File: src/rtl/mult_err_profiler.sv
// mult_err_profiler: exhaustive error sweep of a W x W approximate multiplier against an exact shift-add reference
// Ports: clk, rst_n (async, active low), start (begin sweep from IDLE/DONE),
//        a_o/b_o operands to the multiplier under test, y_i its combinational product,
//        busy/done sweep status, err_count/sum_abs_err/max_abs_err error statistics.
module mult_err_profiler #(
    parameter int W = 8
) (
    input  logic             clk,
    input  logic             rst_n,
    input  logic             start,
    output logic [W-1:0]     a_o,
    output logic [W-1:0]     b_o,
    input  logic [2*W-1:0]   y_i,
    output logic             busy,
    output logic             done,
    output logic [2*W:0]     err_count,
    output logic [4*W-1:0]   sum_abs_err,
    output logic [2*W-1:0]   max_abs_err
);
    localparam int CW = $clog2(W + 1);
    localparam logic [W-1:0] MAX = '1;
    typedef enum logic [2:0] {IDLE, APPLY, MUL, CMP, DONE} state_t;
    state_t         state;
    logic [2*W-1:0] mcand, prod, d;
    logic [W-1:0]   mplier;
    logic [CW-1:0]  cnt;
    always_comb d = (y_i >= prod) ? y_i - prod : prod - y_i;
    always_ff @(posedge clk or negedge rst_n) begin
        if (!rst_n) begin
            state       <= IDLE;
            a_o         <= '0;
            b_o         <= '0;
            busy        <= 1'b0;
            done        <= 1'b0;
            err_count   <= '0;
            sum_abs_err <= '0;
            max_abs_err <= '0;
            mcand       <= '0;
            mplier      <= '0;
            prod        <= '0;
            cnt         <= '0;
        end else begin
            case (state)
                IDLE, DONE: if (start) begin
                    state       <= APPLY;
                    a_o         <= '0;
                    b_o         <= '0;
                    busy        <= 1'b1;
                    done        <= 1'b0;
                    err_count   <= '0;
                    sum_abs_err <= '0;
                    max_abs_err <= '0;
                end
                APPLY: begin
                    mcand  <= {{W{1'b0}}, a_o};
                    mplier <= b_o;
                    prod   <= '0;
                    cnt    <= '0;
                    state  <= MUL;
                end
                MUL: begin
                    if (mplier[0]) prod <= prod + mcand;
                    mcand  <= mcand << 1;
                    mplier <= mplier >> 1;
                    cnt    <= cnt + 1'b1;
                    if (cnt == CW'(W - 1)) state <= CMP;
                end
                CMP: begin
                    if (d != '0) err_count <= err_count + 1'b1;
                    sum_abs_err <= sum_abs_err + {{2*W{1'b0}}, d};
                    if (d > max_abs_err) max_abs_err <= d;
                    if (a_o == MAX && b_o == MAX) begin
                        state <= DONE;
                        busy  <= 1'b0;
                        done  <= 1'b1;
                    end else begin
                        b_o   <= b_o + 1'b1;
                        if (b_o == MAX) a_o <= a_o + 1'b1;
                        state <= APPLY;
                    end
                end
                default: state <= IDLE;
            endcase
        end
    end
endmodule

File: config.mk
export PLATFORM = sky130hd
export DESIGN_NAME = mult_err_profiler
export DESIGN_NICKNAME = d
export VERILOG_FILES = /design/src/rtl/mult_err_profiler.sv
export SDC_FILE = /design/constraint.sdc
export NUM_CORES = 1
export LEC_CHECK = 0
export CAP_MARGIN = 20
export CORE_MARGIN = 2
export CORE_UTILIZATION = 42
export CTS_CLUSTER_DIAMETER = 100
export CTS_CLUSTER_SIZE = 8
export DETAILED_ROUTE_END_ITERATION = 8
export GPL_ROUTABILITY_DRIVEN = 0
export SYNTH_ARGS = -nofsm -noshare
export SYNTH_HDL_FRONTEND = slang
export SYNTH_SLANG_ARGS = --single-unit
File: constraint.sdc
create_clock -name clk -period 6.1 [get_ports clk]
set_input_delay 0.915 -clock clk [delete_from_list [all_inputs] [get_ports clk]]
set_output_delay 0.915 -clock clk [all_outputs]
set_load 0.02 [all_outputs]
==> impl_metrics.toml, run 1 <==
[run_status]
run_status = "finished, final reports clean"

[floorplanning]
start_util_pct = 42.57
placementRows = 54
die_y_um = 152.3
core_mm2 = 0.02169
die_width_um = 152.3
die_area_mm2 = 0.02318
io_pins = 102

[clock_network]
cts_tree = "yes"
clock_latency_ns = 0.42
cts_root_buf = "clkbuf_16"
numCtsBuffers = 17
cts_setup_buffers = 0
clkTransAtPathRegs_ns = 0.06
clock-sinks = 130
cts_hold_buf = 0
htree_levels = 4
clockBufferDepth = 2

[critical_path]
worst_path_max_delay_cell = "a2111oi_1"
critPathKind = "in2reg"
startpoint_type = "input pin"
slowest_delay_ns = 0.53
path_cells = "clkdlybuf4s50_1 -> inv_1 -> ha_1 -> fa_1 -> nand3b_1 -> a31oi_1 -> o21a_1 -> nor3_1 -> a21oi_1 -> xnor2_1 -> inv_1 -> ha_1 -> a21o_1 -> a2111oi_1 -> o21ai_0 -> a31oi_1 -> o21ai_1 -> a31o_2 -> o31ai_1 -> buf_4 -> o311ai_0 -> o41ai_1"
endpoint_kind = "flop"
required_ns = 6.40
crit_fanout = 15
crit_arrival_ns = 5.85

[pwr]
p_int_mw = 2.357
seqPwrFrac_pct = 29.4
switching_share_pct = 37.95
powerDensity_mw_per_mm2 = 335.5
vdd_ir_drop_max_uv = 202.5
p_sw_mw = 1.442
p_leak_nw = 5.280
pwr-share-clk_pct = 30.8
pwr-share-comb_pct = 39.8
finalPower_mw = 3.798

[yosys]
synthCells = 1026
synth-main-ff-cell = "dfrtp_1"
synth_seq_area_share_pct = 35.24
yosysUniqueCellTypes = 76
synth-edff-count = 0
async_flop_share_pct = 100.0
synth_area_per_cell_um2 = 8.999
yosys_warnings = 0
netlist_area_mm2 = 0.009233
synth_fp_nets = 1135
ys_ff_latch = 130

[grt]
grt_pass1_wl_mm = 39.68
use_met2_pct = 33.35
grt_max_degree = 67
top_usage_layer = "met2"
grt_util_met3_pct = 3.669
grtUsageMet1_pct = 29.12
grt_usage_pct = 20.98
grt-ovfl-total = 0
grt_pass1_vias = 7624
antenna_found_initial = 1

[sta]
slew_viol_final = 0
skew_ns = 0.009931
max_clock_freq_mhz = 180.1
setup-tns-final_ns = 0
hold_violations = 0
period_share_pct = 91.04
rsz0062_at_grt = "no"
final.min_clock_period_ns = 5.553
slew-limit-headroom_pct = 30.40
setup_viol = 0
whs_ns = 0.4781
tightest_slew_ns = 1.044

[run]
max-cap-violations = 0

[route]
drt-total-wl_mm = 24.03
ant_nets = 0
drt_pass1_iterations = 5
vias = 7959
wire_per_inst_um = 16.85
drc = 0
first_iter_violations = 447
avgViaCountPerCell = 5.581

[final_layout]
drive_gt1_share_pct = 8.202
nets = 1242
antenna_cells = 0
layoutNonFillerInstCount = 1426
fillerInstances = 2021
area_growth_syn_to_layout_pct = 22.62

[placement]
portBuffers = 101
hpwl_mm = 17.86
placedCellCount = 1392

[worst_hold_path]
hp-class = "reg2reg"
state kept, by name, indices dropped and copies added, names as in the netlist:
name         cells
a_o              8
b_o              8
busy             1
cnt              4
done             1
err_count       17
max_abs_err     16
mcand           16
mplier           8
prod            16
state            3
sum_abs_err     32
worst paths after layout:
check | to | startpoint | slack, ns | depth (start not counted)
worst max-delay path | sum_abs_err[27] | y_i[0] | 0.55 | 22
worst min-delay path | mplier[5] | mplier[5] | 0.48 | 2
worst max register to register | sum_abs_err[27] | prod[14] | 1.09 | 19
worst min register to register | mplier[5] | mplier[5] | 0.48 | 2
max in group asynchronous | prod[15] | rst_n | 4.32 | 2
min in group asynchronous | sum_abs_err[12] | rst_n | 0.49 | 1
Yosys cell counts, types with 9 or more instances:
cell type    n  area (um^2)
o211ai_1    13        97.59
and3_1      16        100.1
dfrtp_1    130         3253
nor3_1      13        65.06
xnor2_1     25        219.0
a22o_1      17        148.9
o21a_1      10        75.07
o21ai_0     61        305.3
inv_1       74        277.8
xor2_1      20        175.2
a21oi_1     54        270.3
nand3_1     31        155.2
o31ai_1     12        90.09
nor2_1      57        214.0
nor4_1      10        62.56
a22oi_1     15        112.6
o21bai_1     9        67.56
mux2i_1     23        230.2
clkbuf_1    31        116.4
nand4_1     19        118.9
a21o_1      28        210.2
nand2_1    122        457.9
ha_1        86         1076
power groups by stage:
stage	Combinational [mW]	Clock, mW	Sequential, mW
after global placement	1.48	0	1.13
after detailed placement	1.49	0	1.13
after global routing	1.67	1.22	1.14
after floorplan	0.882	0	1.21
after CTS	1.50	1.19	1.12
final	1.51	1.17	1.12
critical path: cells and delay by family:
| family | cells | cell delay (ns) |
|---|---|---|
| AO/OA/AOI/OAI | 12 | 2.64 |
| XOR/XNOR | 1 | 0.18 |
| adder cells (fa/ha/maj) | 3 | 0.95 |
| buffers and inverters | 4 | 0.88 |
| AND/OR/NAND/NOR | 2 | 0.26 |
cell usage in the layout, fill, tap and decap left out, types with 15 or more instances in the layout:
master / instances
mux2i_1: 23
xnor2_1: 25
nand2_1: 122
nor2_1: 56
and3_1: 16
buf_4: 28
nand4_1: 19
a21o_1: 28
clkdlybuf4s50_1: 100
ha_1: 86
dfrtp_1: 130
clkbuf_16: 17
a22o_1: 17
xor2_1: 20
a22oi_1: 15
inv_1: 74
nand3_1: 31
a21oi_1: 53
o21ai_0: 61
per-layer routing:
metal	part of all wire, %	routed length, um
met3	3.6	858
met2	47	11210
met1	48	11450
met4	2.1	495
met5	0.046	11
per-stage QoR:
step / setup slack [ns] / util, % / instance area (um^2)
after CTS: 0.4786 / 52.01 / 11280
final: 0.5466 / 52.20 / 11320
after global placement: 0.1273 / 48.93 / 10610
after floorplan: 0.6417 / - / 9233
after global routing: 0.06474 / 52.20 / 11320
after detailed placement: 0.04783 / 48.93 / 10610
area by class of cell:
class	instances	area, um^2	share of cell area, %
timing repair buffer	131	1261	11.14
inverter	74	277.8	2.454
clock buffer	21	470.5	4.156
sequential	130	3253	28.74
tap	280	350.3	3.095
multi-input combinational	779	5509	48.66
clock inverter	11	198.9	1.757
cell families after synthesis:
family	after synthesis	share of synthesized area [%]
and+or+nand+nor	317	16.70
AOI/OAI and AO/OA	291	21.67
DFF	130	35.24
buffers and inverters	117	5.177
adders and majority gates	90	12.52
xor gates and xnor gates	47	4.621
muxes	34	4.079
what timing repair did:
item / CTS / global route
resized for setup: 0 / 1
hold endpoints to repair: 0 / 0
endpoints found under the setup margin: 0 / 5
Power figures use the tool's default switching activity.
==> run 2, diff against run 1 <==
--- a/config.mk
+++ b/config.mk
@@ -12,6 +12,7 @@
 export CTS_CLUSTER_SIZE = 8
 export DETAILED_ROUTE_END_ITERATION = 8
 export GPL_ROUTABILITY_DRIVEN = 0
+export PLACE_DENSITY_LB_ADDON = 0.25
 export SYNTH_ARGS = -nofsm -noshare
 export SYNTH_HDL_FRONTEND = slang
 export SYNTH_SLANG_ARGS = --single-unit
==> impl_metrics.toml, run 2 (same netlist as run 1, synthesis figures left out) <==
[clock_network]
numCtsBuffers = 17
clock-sinks = 130
cts_setup_buffers = 0
clockBufferDepth = 2
cts_tree = "yes"
cts_hold_buf = 0
cts_root_buf = "clkbuf_16"
clkTransAtPathRegs_ns = 0.06
htree_levels = 4
clock_latency_ns = 0.42

[route]
wire_per_inst_um = 16.25
ant_nets = 0
avgViaCountPerCell = 5.544
first_iter_violations = 487
drt-total-wl_mm = 23.14
drc = 0
vias = 7895
drt_pass1_iterations = 5

[final_layout]
layout_common_cells = "dfrtp_1, nand2_1, clkdlybuf4s50_1"
largest-register = "sum_abs_err"
area_growth_syn_to_layout_pct = 21.05
drive_gt1_share_pct = 7.867
largest_registers = "sum_abs_err x32, err_count x17"
antenna_cells = 0
fin_area_mm2 = 0.01118
fin_util_pct = 51.53
fillerInstances = 2016
nets = 1240
largest_reg_flops = 32
final_common_cell = "dfrtp_1"

[grt]
grt_util_met3_pct = 3.953
use_met2_pct = 32.18
grt_usage_pct = 20.12
grtUsageMet1_pct = 27.76
grt-ovfl-total = 0
top_usage_layer = "met2"
grt_pass1_wl_mm = 38.47
antenna_found_initial = 1
grt_pass1_vias = 7544
grt_max_degree = 72

[sta]
final.min_clock_period_ns = 5.624
slew_viol_final = 0
max_clock_freq_mhz = 177.8
tightest_slew_ns = 1.134
setup-tns-final_ns = 0
hold_violations = 0
setup_viol = 0
fin_ws_ns = 0.4763
period_share_pct = 92.19
slew-limit-headroom_pct = 24.39
skew_ns = 0.01465
rsz0062_at_grt = "no"

[run_status]
run_status = "finished, final reports clean"

[placement]
hpwl_mm = 17.43
place_area_mm2 = 0.01061
portBuffers = 101
pre_cts_slack_ns = 0.02847

[pwr]
powerDensity_mw_per_mm2 = 319.7
finalPower_mw = 3.573
vdd_ir_drop_max_uv = 210.2
p_leak_nw = 5.209

[critical_path]
crit_arrival_ns = 5.93
startpoint_type = "input pin"
required_ns = 6.41
crit_fanout = 15
endpoint_kind = "flop"
critPathKind = "in2reg"

[floorplanning]
die_y_um = 152.3
die_width_um = 152.3
placementRows = 54
die_area_mm2 = 0.02318
core_mm2 = 0.02169
start_util_pct = 42.57
io_pins = 102

[worst_hold_path]
hp-class = "reg2reg"

[run]
max-cap-violations = 0
[run 2: cell types whose count changed in the layout (fill, tap and decap cells not counted), sizes merged]
cell,before,now
clkinvlp,3,4
buf,31,29
clkinv,1,5
bufinv,5,1
inv,76,75
[run 2: stage by stage]
step | instances | hold WS (ns)
floorplan | 1026 | 0.4464
global placement | 1392 | 0.4622
detailed placement | 1392 | 0.4681
CTS | 1424 | 0.4831
global route | 1424 | 0.5114
finish | 1424 | 0.4806
[run 2: path summary, 6_finish.rpt]
path / to / from / cells past startpoint / slack (ns)
max: sum_abs_err[23] / y_i[0] / 22 / 0.48
min: mplier[1] / mplier[1] / 2 / 0.48
max reg2reg: sum_abs_err[23] / prod[13] / 19 / 1.06
min reg2reg: mplier[1] / mplier[1] / 2 / 0.48
max in group asynchronous: prod[12] / rst_n / 2 / 4.39
min in group asynchronous: err_count[6] / rst_n / 1 / 0.49
[run 2: cell type report]
class / instances / area (um^2) / share of cell area [%]
clock inverter: 11 / 105.1 / 0.9404
timing repair buffer: 129 / 1222 / 10.94
sequential: 130 / 3253 / 29.11
tap: 280 / 350.3 / 3.135
clock buffer: 21 / 460.4 / 4.120
multi-input combinational: 779 / 5507 / 49.27
inverter: 74 / 277.8 / 2.485
[run 2: worst max-delay path, stage by stage]
cell and delay, ns:
clkdlybuf4s50_1 0.49, inv_1 0.05, ha_1 0.22, fa_1 0.42, nand3b_1 0.19, a31oi_1 0.22
o21a_1 0.25, nor3_1 0.08, a21oi_1 0.17, xnor2_1 0.19, inv_1 0.12, ha_1 0.33
a21o_1 0.21, a2111oi_1 0.50, o21ai_0 0.22, a31oi_1 0.29, o21ai_1 0.12, a31o_2 0.26
o31ai_1 0.19, buf_4 0.24, o311ai_0 0.13, o41ai_1 0.12
[run 2: power breakdown]
part / total [mW] / internal, mW / switching (mW) / leakage (nW)
combinational: 1.48 / 0.598 / 0.885 / 3.17
clock: 0.974 / 0.583 / 0.391 / 0.266
sequential: 1.12 / 0.985 / 0.131 / 1.77
[run 2: per-layer routing]
| metal | vias to the layer above | wire length [um] | share of wire [%] |
|---|---|---|---|
| met4 | 2 | 490 | 2.1 |
| met3 | 32 | 971 | 4.2 |
| met1 | 3759 | 11040 | 48 |
| met2 | 171 | 10630 | 46 |
| met5 | - | 9 | 0.039 |
| li1 | 3931 | - | - |
[run 2: repair_timing]
| action | 4_1_cts | 5_1_grt |
|---|---|---|
| gates resized for setup | 0 | 1 |
| setup endpoints to repair | 0 | 4 |
| hold endpoints to repair | 0 | 0 |
==> run 3, diff against run 2 <==
--- a/config.mk
+++ b/config.mk
@@ -5,7 +5,6 @@
 export SDC_FILE = /design/constraint.sdc
 export NUM_CORES = 1
 export LEC_CHECK = 0
-export CAP_MARGIN = 20
 export CORE_MARGIN = 2
 export CORE_UTILIZATION = 42
 export CTS_CLUSTER_DIAMETER = 100
==> constraint.sdc (replaced) <==
create_clock -name clk -period 6.8 [get_ports clk]
set_input_delay 1.02 -clock clk [delete_from_list [all_inputs] [get_ports clk]]
set_output_delay 1.02 -clock clk [all_outputs]
set_load 0.02 [all_outputs]
==> impl_metrics.toml, run 3 (same netlist as run 1, synthesis figures left out) <==
[run_status]
run_status = "finished, final reports clean"

[placement]
hpwl_mm = 17.35
portBuffers = 101
placedCellCount = 1383

[grt]
grt_usage_pct = 20.31
antenna_found_initial = 2
grt_pass1_wl_mm = 38.84
grt-ovfl-total = 0
grt_pass1_vias = 7674
grt_max_degree = 73

[sta]
skew_ns = 0.01005
period_share_pct = 86.78
tightest_slew_ns = 1.106
final.min_clock_period_ns = 5.901
max_clock_freq_mhz = 169.5
slew_viol_final = 0
setup_viol = 0
slew-limit-headroom_pct = 26.26
hold_violations = 0
setup-tns-final_ns = 0
whs_ns = 0.4792
rsz0062_at_grt = "no"

[clock_network]
clock_latency_ns = 0.43
ctsResizeCount = 0
numCtsBuffers = 17
clock-sinks = 130
cts_setup_buffers = 0
clkTransAtPathRegs_ns = 0.06
cts_root_buf = "clkbuf_16"
clockBufferDepth = 2
cts_tree = "yes"
htree_levels = 4
cts_hold_buf = 0

[floorplanning]
start_util_pct = 42.57
io_pins = 102
die_width_um = 152.3
die_y_um = 152.3
placementRows = 54
die_area_mm2 = 0.02318
core_mm2 = 0.02169

[route]
first_iter_violations = 437
wire_per_inst_um = 16.52
drc = 0
vias = 8005
avgViaCountPerCell = 5.653
drt-total-wl_mm = 23.39
ant_nets = 0
drt_pass1_iterations = 7

[final_layout]
regArea_mm2 = 0.003253
multiInputGateArea_mm2 = 0.005505
largest_registers = "sum_abs_err x32, err_count x17"
final_common_cell = "dfrtp_1"
nets = 1231
largest_reg_flops = 32
fillerInstances = 1995
layout_common_cells = "dfrtp_1, nand2_1, clkdlybuf4s50_1"
area_growth_syn_to_layout_pct = 20.15
drive_gt1_share_pct = 7.313
largest-register = "sum_abs_err"
layoutNonFillerInstCount = 1416

[worst_hold_path]
whs_path_depth = 1
hp-class = "reg2reg"

[critical_path]
endpoint_kind = "flop"
critPathKind = "in2reg"
crit_arrival_ns = 6.21
rrSetupSlack_ns = 1.59
crit_fanout = 15
reg2regPathDepth = 19
startpoint_type = "input pin"
required_ns = 7.11

[pwr]
pwr-share-comb_pct = 41.6
p_int_mw = 1.892
switching_share_pct = 40.54
pwr-share-clk_pct = 27.0
p_sw_mw = 1.290
powerDensity_mw_per_mm2 = 286.8
p_leak_nw = 5.160
seqPwrFrac_pct = 31.4
vdd_ir_drop_max_uv = 178.2

[run]
max-cap-violations = 0
-- run 3: changes by cell type in the layout (fill, tap and decap cells not counted), sizes merged --
cell,previous run,this run
clkbuf,21,17
inv,75,80
bufinv,1,0
buf,29,20
diode,0,1
-- run 3: path summary, 6_finish.rpt --
kind	startpoint	endpoint
setup reg to reg	prod[9]	sum_abs_err[23]
hold / removal	prod[15]	prod[15]
hold reg to reg	prod[15]	prod[15]
setup / recovery	y_i[0]	sum_abs_err[23]
max in group asynchronous	rst_n	prod[9]
min in group asynchronous	rst_n	err_count[6]
-- run 3: final cells by class --
type | instances | share of cell area [%]
Tap cell | 280 | 3.158
Clock buffer | 17 | 3.835
Clock inverter | 15 | 1.117
Inverter | 74 | 2.504
Multi-Input combinational cell | 779 | 49.63
Antenna cell | 1 | 0.02256
Sequential cell | 130 | 29.33
Timing Repair Buffer | 120 | 10.41
-- run 3: power by group through the flow --
| stage | Sequential [mW] | Clock [mW] | Combinational, mW |
|---|---|---|---|
| floorplan | 1.08 | 0 | 0.791 |
| global placement | 1.01 | 0 | 1.31 |
| detailed placement | 1.01 | 0 | 1.32 |
| CTS | 0.999 | 0.872 | 1.33 |
| global route | 1.02 | 0.902 | 1.46 |
| finish | 0.999 | 0.857 | 1.32 |
-- run 3: critical path: stages --
cell and delay [ns]:
clkdlybuf4s50_1 0.48, inv_1 0.05, ha_1 0.21, fa_1 0.42
nand3b_1 0.20, a31oi_1 0.28, o21a_1 0.27, nor3_1 0.09
a21oi_1 0.15, xnor2_1 0.18, inv_1 0.12, ha_1 0.33
a21o_1 0.21, a2111oi_0 0.61, o21ai_0 0.24, a31oi_1 0.29
o21ai_1 0.12, a31o_2 0.26, o31ai_1 0.19, buf_4 0.24
o311ai_0 0.13, o41ai_1 0.13
-- run 3: stage by stage --
stage                     worst slack, ns  power (mW)  utilization, %  cell area, um^2
final                              0.8989       3.181           51.15            11090
after global routing               0.4398       3.384           51.14            11090
after CTS                          0.9404       3.202           51.14            11090
after detailed placement           0.5202       2.335           48.60            10540
after global placement             0.6409       2.322           48.60            10540
after floorplan                     1.237       1.876               -             9233
-- run 3: metal layers --
layer | wire, um | part of all wire [%] | global-route usage [%]
met1 | 11010 | 47 | 27.56
met2 | 10810 | 46 | 32.24
met3 | 859 | 3.7 | 3.584
met4 | 703 | 3.0 | 8.278
met5 | 11 | 0.047 | 0
